==> config.mk <==
export PLATFORM = sky130hd
export DESIGN_NAME = proj_sel_ctrl
export DESIGN_NICKNAME = d
export VERILOG_FILES = /design/src/rtl/proj_sel_ctrl.sv
export SDC_FILE = /design/constraint.sdc
export NUM_CORES = 1
export LEC_CHECK = 0
export BUFFER_PORTS_ARGS = -buffer_cell sky130_fd_sc_hd__buf_2
export CORE_AREA = 4 4 69 71
export DETAILED_ROUTE_END_ITERATION = 12
export DIE_AREA = 0 0 73 75
export PLACE_DENSITY = 0.74
export SYNTH_ARGS = -nofsm -noshare
export SYNTH_HDL_FRONTEND = slang
export SYNTH_SLANG_ARGS = --single-unit
export TNS_END_PERCENT = 10
==> constraint.sdc <==
create_clock -name clk -period 2.1 [get_ports clk]
set_clock_uncertainty 0.15 [all_clocks]
set_input_delay 0.21 -clock clk [delete_from_list [all_inputs] [get_ports clk]]
set_output_delay 0.21 -clock clk [all_outputs]
set_load 0.005 [all_outputs]
==> src/rtl/proj_sel_ctrl.sv <==
// Project-select controller: synchronise and debounce the select pins, then hand over between projects (drain, switch, wake).
// Latency: pin edge to DRAIN is SYNC_STAGES+STABLE_CYCLES cycles (+-1); DRAIN to RUN is 2*RESET_HOLD+1 cycles; all outputs registered.
// Backpressure: none; pin changes seen during a handover are not queued and are re-evaluated after RUN entry. Optional macro: SEL_LOCK_EN.
module proj_sel_ctrl #(
    parameter int SEL_BITS      = 3,
    parameter int NUM_DESIGNS   = 8,
    parameter int SYNC_STAGES   = 2,
    parameter int STABLE_CYCLES = 16,
    parameter int RESET_HOLD    = 8
) (
    input  logic                   clk,
    input  logic                   rst_n,
    input  logic [SEL_BITS-1:0]    sel_raw,
    input  logic                   sel_lock,
    output logic [SEL_BITS-1:0]    sel,
    output logic [NUM_DESIGNS-1:0] proj_rst_n,
    output logic [NUM_DESIGNS-1:0] proj_clk_en,
    output logic                   busy
);

    localparam int CNT_W  = $clog2(STABLE_CYCLES + 1);
    localparam int HOLD_W = (RESET_HOLD > 1) ? $clog2(RESET_HOLD) : 1;

    localparam logic [CNT_W-1:0]  CNT_MAX   = CNT_W'(STABLE_CYCLES);
    localparam logic [HOLD_W-1:0] HOLD_LAST = HOLD_W'(RESET_HOLD - 1);
    localparam logic [SEL_BITS:0] NUM_LIM   = (SEL_BITS + 1)'(NUM_DESIGNS);

`ifdef SEL_LOCK_EN
    localparam logic LOCK_EN = 1'b1;
`else
    localparam logic LOCK_EN = 1'b0;
`endif

    typedef enum logic [2:0] {
        ST_INIT,
        ST_RUN,
        ST_DRAIN,
        ST_SWITCH,
        ST_WAKE
    } state_t;

    logic [SEL_BITS-1:0]    r_sync [SYNC_STAGES];
    logic [SEL_BITS-1:0]    r_cand;
    logic [CNT_W-1:0]       r_cnt;
    state_t                 r_state;
    logic [HOLD_W-1:0]      r_hold;
    logic [SEL_BITS-1:0]    r_tgt;
    logic [SEL_BITS-1:0]    r_sel;
    logic [NUM_DESIGNS-1:0] r_proj_rst_n;
    logic [NUM_DESIGNS-1:0] r_proj_clk_en;
    logic                   r_busy;

    logic [SEL_BITS-1:0]    w_sel_sync;
    logic                   w_lock;
    logic                   w_deb_en;
    logic                   w_cand_ok;
    logic                   w_accept;
    state_t                 w_state_nxt;
    logic [HOLD_W-1:0]      w_hold_nxt;
    logic [SEL_BITS-1:0]    w_tgt_nxt;
    logic [SEL_BITS-1:0]    w_sel_nxt;
    logic [NUM_DESIGNS-1:0] w_onehot;
    logic [NUM_DESIGNS-1:0] w_rst_nxt;
    logic [NUM_DESIGNS-1:0] w_en_nxt;
    logic                   w_busy_nxt;

    assign w_sel_sync = r_sync[SYNC_STAGES-1];
    assign w_lock     = LOCK_EN & sel_lock;

    // Debounce only counts while idle (INIT) or running unlocked; handover phases freeze it.
    assign w_deb_en  = (r_state == ST_INIT) || ((r_state == ST_RUN) && !w_lock);
    assign w_cand_ok = {1'b0, r_cand} < NUM_LIM;
    // In INIT a candidate equal to the reset value of sel is still adopted, so select 0 at power-up works.
    assign w_accept  = w_deb_en && (r_cnt == CNT_MAX) && w_cand_ok &&
                       ((r_cand != r_sel) || (r_state == ST_INIT));

    // Multi-flop synchroniser on the asynchronous select pins.
    always_ff @(posedge clk or negedge rst_n) begin
        if (!rst_n) begin
            for (int i = 0; i < SYNC_STAGES; i++) begin
                r_sync[i] <= '0;
            end
        end else begin
            r_sync[0] <= sel_raw;
            for (int i = 1; i < SYNC_STAGES; i++) begin
                r_sync[i] <= r_sync[i-1];
            end
        end
    end

    // Candidate tracking and stability counter; counter held at 0 outside the debounce window.
    always_ff @(posedge clk or negedge rst_n) begin
        if (!rst_n) begin
            r_cand <= '0;
            r_cnt  <= '0;
        end else if (!w_deb_en) begin
            r_cand <= w_sel_sync;
            r_cnt  <= '0;
        end else if (w_sel_sync != r_cand) begin
            r_cand <= w_sel_sync;
            r_cnt  <= CNT_W'(1);
        end else if (r_cnt != CNT_MAX) begin
            r_cnt  <= r_cnt + CNT_W'(1);
        end
    end

    // Handover FSM state, phase timer and latched target.
    always_ff @(posedge clk or negedge rst_n) begin
        if (!rst_n) begin
            r_state <= ST_INIT;
            r_hold  <= '0;
            r_tgt   <= '0;
        end else begin
            r_state <= w_state_nxt;
            r_hold  <= w_hold_nxt;
            r_tgt   <= w_tgt_nxt;
        end
    end

    // Next state plus next-cycle outputs, decoded from the next state so outputs line up with it.
    always_comb begin
        w_state_nxt = r_state;
        w_hold_nxt  = '0;
        w_tgt_nxt   = r_tgt;
        w_sel_nxt   = r_sel;
        w_onehot    = '0;
        w_rst_nxt   = '0;
        w_en_nxt    = '0;
        w_busy_nxt  = 1'b1;

        case (r_state)
            ST_INIT: begin
                if (w_accept) begin
                    w_tgt_nxt   = r_cand;
                    w_state_nxt = ST_SWITCH;
                end
            end
            ST_RUN: begin
                if (w_accept) begin
                    w_tgt_nxt   = r_cand;
                    w_state_nxt = ST_DRAIN;
                end
            end
            ST_DRAIN: begin
                if (r_hold == HOLD_LAST) begin
                    w_state_nxt = ST_SWITCH;
                end else begin
                    w_hold_nxt = r_hold + HOLD_W'(1);
                end
            end
            ST_SWITCH: begin
                w_state_nxt = ST_WAKE;
            end
            ST_WAKE: begin
                if (r_hold == HOLD_LAST) begin
                    w_state_nxt = ST_RUN;
                end else begin
                    w_hold_nxt = r_hold + HOLD_W'(1);
                end
            end
            default: begin
                w_state_nxt = ST_INIT;
            end
        endcase

        // sel moves on the edge into SWITCH, while every project is gated and in reset.
        if (w_state_nxt == ST_SWITCH) begin
            w_sel_nxt = w_tgt_nxt;
        end
        w_onehot = NUM_DESIGNS'(1) << w_sel_nxt;

        case (w_state_nxt)
            ST_RUN: begin
                w_rst_nxt  = w_onehot;
                w_en_nxt   = w_onehot;
                w_busy_nxt = 1'b0;
            end
            ST_DRAIN, ST_WAKE: begin
                w_en_nxt = w_onehot;
            end
            default: begin
                w_rst_nxt = '0;
                w_en_nxt  = '0;
            end
        endcase
    end

    // Registered outputs to the downstream muxes and clock-gating cells.
    always_ff @(posedge clk or negedge rst_n) begin
        if (!rst_n) begin
            r_sel         <= '0;
            r_proj_rst_n  <= '0;
            r_proj_clk_en <= '0;
            r_busy        <= 1'b1;
        end else begin
            r_sel         <= w_sel_nxt;
            r_proj_rst_n  <= w_rst_nxt;
            r_proj_clk_en <= w_en_nxt;
            r_busy        <= w_busy_nxt;
        end
    end

    assign sel         = r_sel;
    assign proj_rst_n  = r_proj_rst_n;
    assign proj_clk_en = r_proj_clk_en;
    assign busy        = r_busy;

endmodule

; Word level (Yosys, flattened, before mapping)
; Cells that the tools add are included.
; W data, S select, Z words.
[word_totals]
reg_bits = 43
wordCells = 55
output_inout_bits = 20
inputBits = 6
[op_classes]
reduce_logical = 8
add_sub_neg = 2
n_mux = 18
eq_ne = 15
shifts = 1
[ops]
columns = operator, count
row1 = $mux W3, 11
row2 = $mux W8, 2
row3 = $mux W5, 3
row4 = $pmux W3 S5, 1
row5 = $eq A3 B2 Y1 const B, 4
row6 = $eq A3 B3 Y1 const B, 3
row7 = $shl A1 B3 Y8 const A, 1
row8 = $eq A3 B1 Y1 const B, 2
row9 = $ne A3 B3 Y1, 2
row10 = $add A5 B1 Y5 const B, 1
row11 = $eq A5 B5 Y1 const B, 1
row12 = $ne A5 B5 Y1 const B, 1
row13 = $reduce_or A2 Y1, 2
row14 = $add A3 B1 Y3 const B, 1
row15 = $logic_not A3 Y1, 1
row16 = $ne A3 B1 Y1 const B, 1
row17 = $reduce_or A3 Y1, 1
row18 = $logic_and A1 B1 Y1, 2
row19 = $logic_or A1 B1 Y1, 2
row20 = $ne A2 B1 Y1 const B, 1
row21 = $mux W1, 1

; Logic depth before layout (Yosys ltp)
; Gate-level depths: netlist of the first run.
[depth]
word_depth = 10
ltp_mapped = 9
ltp_nobuf = 7

; Worst setup path after synthesis of the first run
; No wires, ideal clock.
[synth_timing]
kind = register to register
from = register r_cnt[0]
to = register r_sel[0], in the netlist sel[0]
path_stages_with_launch = 10
slack_ns = 0.140
setup_ns = 0.079
period_less_slack_ns = 1.960
path_buffers = 2
arrival_time_ns = 1.730
required_ns = 1.871
path_cell_list = dfrtp_1 -> inv_1 -> ha_1 -> nor4bb_1 -> buf_4 -> nand2_2 -> a21o_1 -> buf_6 -> a221oi_4 -> a2bb2oi_1
[synth_via]
elab_chain_len = 7
word_cells_on_any_way = 10
[synth_lines]
columns = element, line_no
row1 = "start, declared", 44  ; logic [CNT_W-1:0] r_cnt;
row2 = "start signal, assigned", 103  ; r_cnt <= r_cnt + CNT_W'(1);
row3 = $eq A5 B5 Y1 *, 74  ; assign w_accept = w_deb_en && (r_cnt == CNT_MAX) && w_cand_ok &&
row4 = $logic_and A1 B1 Y1 * (2 in a row), 74
row5 = "$mux W3, on equally long branches", "139, 133"
row6 = $pmux W3 S5, 131  ; case (r_state)
row7 = $eq A3 B2 Y1, 167  ; if (w_state_nxt == ST_SWITCH) begin
row8 = $mux W3 *, 167
row9 = net w_sel_nxt[0], 61  ; logic [SEL_BITS-1:0] w_sel_nxt;
row10 = "end signal, assigned", 196  ; r_sel <= w_sel_nxt;
row11 = "end, declared", 48  ; logic [SEL_BITS-1:0] r_sel;
; Mark *: on every way through the listed nets, which the timed path passes. The rest lies on a longest branch.
; A chain may end at the register's enable or synchronous reset.

; Final worst setup path of the first run
[layout_timing]
from = register r_cnt[0]
to = register r_sel[2], in the netlist sel[2]
; The elaborated chain is that of the path after synthesis.

==> summary.md, run 1 <==
| Metric | Value |
|---|---|
| Status | `completed` |
| Rows | `24` |
| Die Height | `about 75 um` |
| CP cell instances | `inv_2 -> ha_2 -> nor4bb_4 -> buf_4 -> or4_1 -> o211ai_1 -> buf_4 -> a221oi_4 -> a2bb2oi_2` |
| TritonCTS clock tree | `done` |
| DRT Pass-1 Iters | `2` |
| Worst-skew pair later-pin latency | `roughly 0.29 ns` |
| Fin nets | `about 190` |
| Synth area leader | `dfrtp_1` |
| Commonest cells post-synth | `dfrtp_1, nor2_1, nor3_1, xor2_1` |
| Htree depth | `2` |
| Wire per inst | `13.2 um` |
| Initial drt markers | `28` |
| Critical path's slowest cell | `dfrtp_1` |
| Power density cells | `712 nW/um^2` |
| Crit end category | `register` |
| Asr flop ratio synth | `1.00` |
| Via count | `about 1100` |
| CP max FO | `7` |
| Share of the synthesized area in the top cell type | `0.600` |
| Post-Route WL | `approximately 3000 um` |
| Max VDD drop | `about 0.56 mV` |
| Synth Area per Inst | `between 10 and 15 sq um` |
| Initial antenna violation count | `0` |
| WP data required | `roughly 2.1 ns` |
| Total CTS buffers | `5` |
| Core ar. | `4230 sq um` |
| Register area share after synthesis | `0.615` |
| Root Driver | `clkbuf_8` |
| Layout Cells excl Fill | `roughly 230` |
| Layout Utilization | `0.505` |
| Mapped Nets | `150` |
| Slew headroom | `0.646` |
| Share of layout cells above drive strength 1 | `0.330` |
| PortBufs | `24` |
| Ranking of synthesized cells by area | `dfrtp_1, xor2_1, buf_6` |
| Portion of total power attributed to the clock network | `0.406` |
| Largest delay contributor family on the critical path | `simple AND/OR/NAND/NOR gates` |
| Total leakage power | `roughly 1.0 nW` |
| Worst min-delay path class | `reg -> reg` |
| Syn. warnings | `0` |
| DP HPWL | `2020 um` |
| Placed insts | `210` |
| Clock sink count | `43` |
| Final GP Congestion | `roughly 0.73` |
| Antenna-violating nets left | `0` |
| Die width | `73 um` |
| Distinct cells, synth | `35` |
| Cells after Synth | `140` |
| First-pass GRT wire length | `5090 um` |
| ANT cells | `0` |
| Filler Cells Inserted | `between 300 and 400` |
| Data arrival, critical path | `2.07 ns` |
| CP most frequent cell | `buf_4` |
| Largest net degree at the start of global routing | `44` |
| Most used flip-flop cell after synthesis | `dfrtp_1` |
| Fin crit share | `0.974` |
| WP buf/inv | `3` |
| Sw Ratio | `0.199` |
| Vias in the first global route | `between 1000 and 1500` |
| Remaining Overflow, GRT | `0` |
| Final Hold Vio Count | `0` |
| Routed vias/inst | `~4.9` |
| Drc violations | `0` |
| Synthesized cell area | `between 1500 and 2000 sq um` |
| RSZ-0062 raised after global routing | `yes` |
| Setup crit start kind | `register` |
| Comb pwr share | `0.036` |
| I/O pin cnt | `26` |
| Worst Max-Slew Pin Slew | `approximately 0.53 ns` |
| Most common cell in the synthesized netlist | `dfrtp_1` |
| Max Transition Viols Final | `0` |
| Die area | `approximately 5500 sq um` |
| Max-cap violations | `0` |
| Seq pwr share | `0.558` |
| Reg clk slew, reported paths | `0.07 ns` |
| Minimum clock period after layout | `2.04 ns` |
| F_max | `between 400 and 500 MHz` |
| Worst path max stage delay | `0.39 ns` |
| #FFs+latches synth | `43` |
| Initial Util | `0.414` |
| Post-synth EDFFs | `0` |
| P_int | `between 1 and 1.5 mW` |
| Clock Tree Buf Depth | `2` |
| Setup violators final | `0` |
| CP Class | `reg -> reg` |
| Post-route setup slack | `around 0.056 ns` |
| P&R area growth vs syn | `22.1%` |
| Switching power | `roughly 0.3 mW` |
| Pre-CTS setup slack | `roughly 0.046 ns` |
| Total track usage | `0.124` |
logic make-up after synthesis:
group,Yosys count,share of synthesized area
flops,43,0.615
xor+xnor,11,0.0550
mux,4,0.0250
buf+inv,16,0.0607
simple gates,45,0.137
compound gates,17,0.0792
fa+ha+maj,4,0.0286
layer usage:
metal / vias up / track usage / part of all wire
li1: 544 / - / -
met1: 554 / 0.166 / 0.45
met2: 12 / 0.180 / 0.50
met3: 6 / 0.0401 / 0.029
met4: 0 / 0.0676 / 0.017
met5: - / 0 / 0
power by group through the flow:
| stage | combinational, mW | clock [mW] | sequential (mW) |
|---|---|---|---|
| after global routing | 0.0628 | 0.664 | 0.853 |
| after CTS | 0.0504 | 0.631 | 0.850 |
| after floorplan | 0.0214 | 0 | 0.864 |
| final | 0.0548 | 0.618 | 0.851 |
| after global placement | 0.0429 | 0 | 0.866 |
| after detailed placement | 0.0447 | 0 | 0.867 |
through the flow:
stage          power, mW  setup TNS, ns  hold WS [ns]  instance area (sq um)
2_1_floorplan      0.885              0        -0.236                   1750
3_3_place_gp       0.909              0         0.155                   1900
3_5_place_dp       0.911              0         0.163                   1900
4_1_cts             1.53              0         0.204                   2050
5_1_grt             1.58        -0.0252         0.215                   2140
6_report            1.52              0         0.202                   2140
cell usage in the layout, fill, tap and decap left out, drive strengths merged:
cell / Yosys / layout
nand3b: 3 / 3
xor2: 8 / 8
buf: 8 / 36
o211ai: 1 / 1
a21oi: 2 / 2
or3b: 2 / 2
a21boi: 1 / 1
nor2: 11 / 11
inv: 4 / 4
dfstp: 1 / 1
nor3: 11 / 11
mux2i: 1 / 1
bufinv: 0 / 1
and2: 2 / 2
ha: 4 / 4
nor4: 3 / 3
dlygate4sd3: 0 / 4
o22ai: 4 / 4
mux2: 3 / 3
o21ai: 2 / 2
nand2: 6 / 6
a21o: 2 / 2
dfrtp: 42 / 42
a221oi: 1 / 1
clkbuf: 4 / 7
nor4bb: 1 / 1
o31ai: 1 / 1
nand3: 3 / 3
xnor2: 3 / 3
nand2b: 2 / 2
or4: 1 / 1
a2bb2oi: 3 / 3
final cells by class:
cell class	count	area, sq um	share of cell area
Clock buffer	7	76.3	0.0357
Clock inverter	1	30.0	0.0140
Inverter	4	15.0	0.00702
Multi-Input combinational cell	81	613	0.287
Sequential cell	43	1080	0.504
Tap cell	52	65.1	0.0304
Timing Repair Buffer	40	263	0.123
repair_timing:
item / 4_1_cts / 5_1_grt
endpoints found under the hold margin: 45 / 0
hold buffers: 4 / 0
setup buffers: 0 / 6
gates resized for setup: 0 / 8
setup endpoints to repair: 0 / 15
worst paths after layout:
path,startpoint,endpoint,slack [ns],depth (start not counted)
max,r_cnt[0]$_DFFE_PN0P_,sel[2]$_DFF_PN0_,0.06,9
min,r_sync[5]$_DFF_PN0_,w_sel_sync[2]$_DFF_PN0_,0.20,0
max reg2reg,r_cnt[0]$_DFFE_PN0P_,sel[2]$_DFF_PN0_,0.06,9
min reg2reg,r_sync[5]$_DFF_PN0_,w_sel_sync[2]$_DFF_PN0_,0.20,0
max in group asynchronous,rst_n,r_state[2]$_DFF_PN0_,1.07,3
min in group asynchronous,rst_n,proj_rst_n[1]$_DFF_PN0_,0.36,3
Note: power is estimated with default switching activity, not from simulation.
==> run 2: changes to the inputs <==
- CELL_PAD_IN_SITES_DETAIL_PLACEMENT: unset -> 0
- CELL_PAD_IN_SITES_GLOBAL_PLACEMENT: unset -> 1
- CORE_AREA: 4 4 69 71 -> 4 4 72 74
- DIE_AREA: 0 0 73 75 -> 0 0 76 78
- GPL_TIMING_DRIVEN: unset -> 1
- PLACE_DENSITY: 0.74 -> 0.81
==> summary.md, run 2 (synthesis gave the netlist of run 1 again) <==
| Metric | Value |
|---|---|
| ANT cells | `0` |
| Seq pwr share | `0.549` |
| End point of the critical path | `sel[2]$_DFF_PN0_` |
| Crit end category | `register` |
| Clock sink count | `43` |
| Sw Ratio | `0.211` |
| Final Hold Vio Count | `0` |
| PortBufs | `24` |
| Total track usage | `0.114` |
| Core ar. | `4600 sq um` |
| Power density cells | `between 700 and 800 nW/um^2` |
| TritonCTS clock tree | `done` |
| Max VDD drop | `~0.65 mV` |
| Via count | `~1100` |
| Worst-skew pair later-pin latency | `around 0.30 ns` |
| Worst setup path startpoint | `r_cnt[0]$_DFFE_PN0P_` |
| Slew headroom | `0.654` |
| DRT Pass-1 Iters | `5` |
| F_max | `503 MHz` |
| Antenna-violating nets left | `0` |
| CP Class | `reg -> reg` |
| Fin nets | `182` |
| Final GP Congestion | `~0.74` |
| Total leakage power | `approximately 1.0 nW` |
| Worst r2r path cells | `8` |
| Minimum clock period after layout | `about 2 ns` |
| Initial Util | `0.381` |
| Worst path max stage delay | `~0.41 ns` |
| Worst Max-Slew Pin Slew | `0.518 ns` |
| Wire per inst | `between 10 and 15 um` |
| Switching power | `between 0.3 and 0.4 mW` |
| Drc violations | `0` |
| Die area | `roughly 5900 sq um` |
| Critical path's slowest cell | `dfrtp_1` |
| Max Transition Viols Final | `0` |
| Most frequent cells in the layout | `dfrtp_1, buf_2, nor3_1, nor2_1, buf_4` |
| Post-Route WL | `around 3200 um` |
| Commonest non-fill, non-tap cell in the layout | `dfrtp_1` |
| Total CTS buffers | `5` |
| Setup crit start kind | `register` |
| Remaining Overflow, GRT | `0` |
| Fin crit share | `0.946` |
| RSZ-0062 raised after global routing | `yes` |
| P_int | `between 1 and 1.5 mW` |
| Root Driver | `clkbuf_8` |
| Max-cap violations | `0` |
| Initial drt markers | `39` |
| Vias in the first global route | `1115` |
| Die Height | `78 um` |
| Rows | `25` |
| Reg2reg start | `r_cnt[0]$_DFFE_PN0P_` |
| Routed vias/inst | `4.81` |
| CP max FO | `5` |
| Initial antenna violation count | `0` |
| Total power | `1.55 mW` |
| Htree depth | `2` |
| I/O pin cnt | `26` |
| Status | `completed` |
| Share of layout cells above drive strength 1 | `0.329` |
| DP HPWL | `roughly 2200 um` |
| Data arrival, critical path | `around 2.1 ns` |
| Setup violators final | `0` |
| Clock Tree Buf Depth | `2` |
| Reg clk slew, reported paths | `approximately 0.09 ns` |
| WP data required | `approximately 2.2 ns` |
| P&R area growth vs syn | `20.4%` |
| Die width | `approximately 76 um` |
| Portion of total power attributed to the clock network | `0.411` |
| Layout Utilization | `0.459` |
| Reg-to-reg critical path endpoint | `sel[2]$_DFF_PN0_` |
| Comb pwr share | `0.040` |
| Worst reg2reg setup slack | `0.11 ns` |
| First-pass GRT wire length | `approximately 5300 um` |
| CP cell instances | `inv_2 -> ha_4 -> nor4bb_4 -> or4_1 -> o211ai_1 -> buf_4 -> a221oi_4 -> a2bb2oi_1` |
| Worst min-delay path class | `reg -> reg` |
| Largest net degree at the start of global routing | `44` |
-- run 2: cell type report --
| cell class | instances | area (sq um) |
|---|---|---|
| fill | 408 | 2490 |
| sequential | 43 | 1080 |
| multi-input combinational | 81 | 611 |
| timing repair buffer | 37 | 228 |
| clock buffer | 5 | 68.8 |
| tap | 54 | 67.6 |
| clock inverter | 3 | 43.8 |
| inverter | 4 | 15.0 |
-- run 2: layer usage --
layer | routed length (um) | part of all wire | track usage | vias up
li1 | - | - | - | 537
met1 | 1400 | 0.44 | 0.143 | 529
met2 | 1570 | 0.50 | 0.172 | 21
met3 | 111 | 0.035 | 0.0360 | 5
met4 | 69 | 0.022 | 0.0658 | 0
met5 | 0 | 0 | 0 | -
-- run 2: metrics by stage --
| stage | TNS [ns] | hold slack [ns] | setup slack, ns | std cells | cell area [sq um] |
|---|---|---|---|---|---|
| after global routing | -0.0352 | 0.223 | -0.0352 | 227 | 2110 |
| after CTS | -0.0128 | 0.205 | -0.0128 | 226 | 2080 |
| final | 0 | 0.202 | 0.113 | 227 | 2110 |
| after floorplan | 0 | -0.236 | 0.140 | 140 | 1750 |
| after detailed placement | -0.221 | 0.161 | -0.0918 | 213 | 1900 |
| after global placement | 0 | 0.135 | 0.0521 | 213 | 1900 |
-- run 2: power by group through the flow --
stage | registers, mW | clock network [mW] | logic (mW)
floorplan | 0.864 | 0 | 0.0214
global placement | 0.865 | 0 | 0.0443
detailed placement | 0.866 | 0 | 0.0478
CTS | 0.850 | 0.654 | 0.0551
global route | 0.852 | 0.685 | 0.0700
finish | 0.850 | 0.637 | 0.0612
-- run 2: worst min-delay path by stage --
stage                                          end  cells past startpoint                start  slack, ns
after floorplan           proj_clk_en[0]$_DFF_PN0_                      0                rst_n      -0.24
after global placement         r_sync[5]$_DFF_PN0_                      2                rst_n       0.13
final                      w_sel_sync[2]$_DFF_PN0_                      0  r_sync[5]$_DFF_PN0_       0.20
after global routing       w_sel_sync[0]$_DFF_PN0_                      0  r_sync[3]$_DFF_PN0_       0.22
after CTS                  w_sel_sync[2]$_DFF_PN0_                      0  r_sync[5]$_DFF_PN0_       0.20
after detailed placement   w_sel_sync[1]$_DFF_PN0_                      2                rst_n       0.16
-- run 2: critical path: cells and delay by family, from the launching register on --
kind,cells,cell delay (ns)
buffers and inverters,2,0.24
AOI/OAI and AO/OA,3,0.52
adders and majority gates,1,0.11
DFF,1,0.41
and+or+nand+nor,2,0.49
-- run 2: timing repair --
item / CTS / global route
cloned: 0 / 0
endpoints found under the setup margin: 3 / 10
endpoints found under the hold margin: 45 / 0
pin swaps: 0 / 4
hold buffers: 4 / 0
setup buffers: 1 / 2
gates resized for setup: 4 / 5
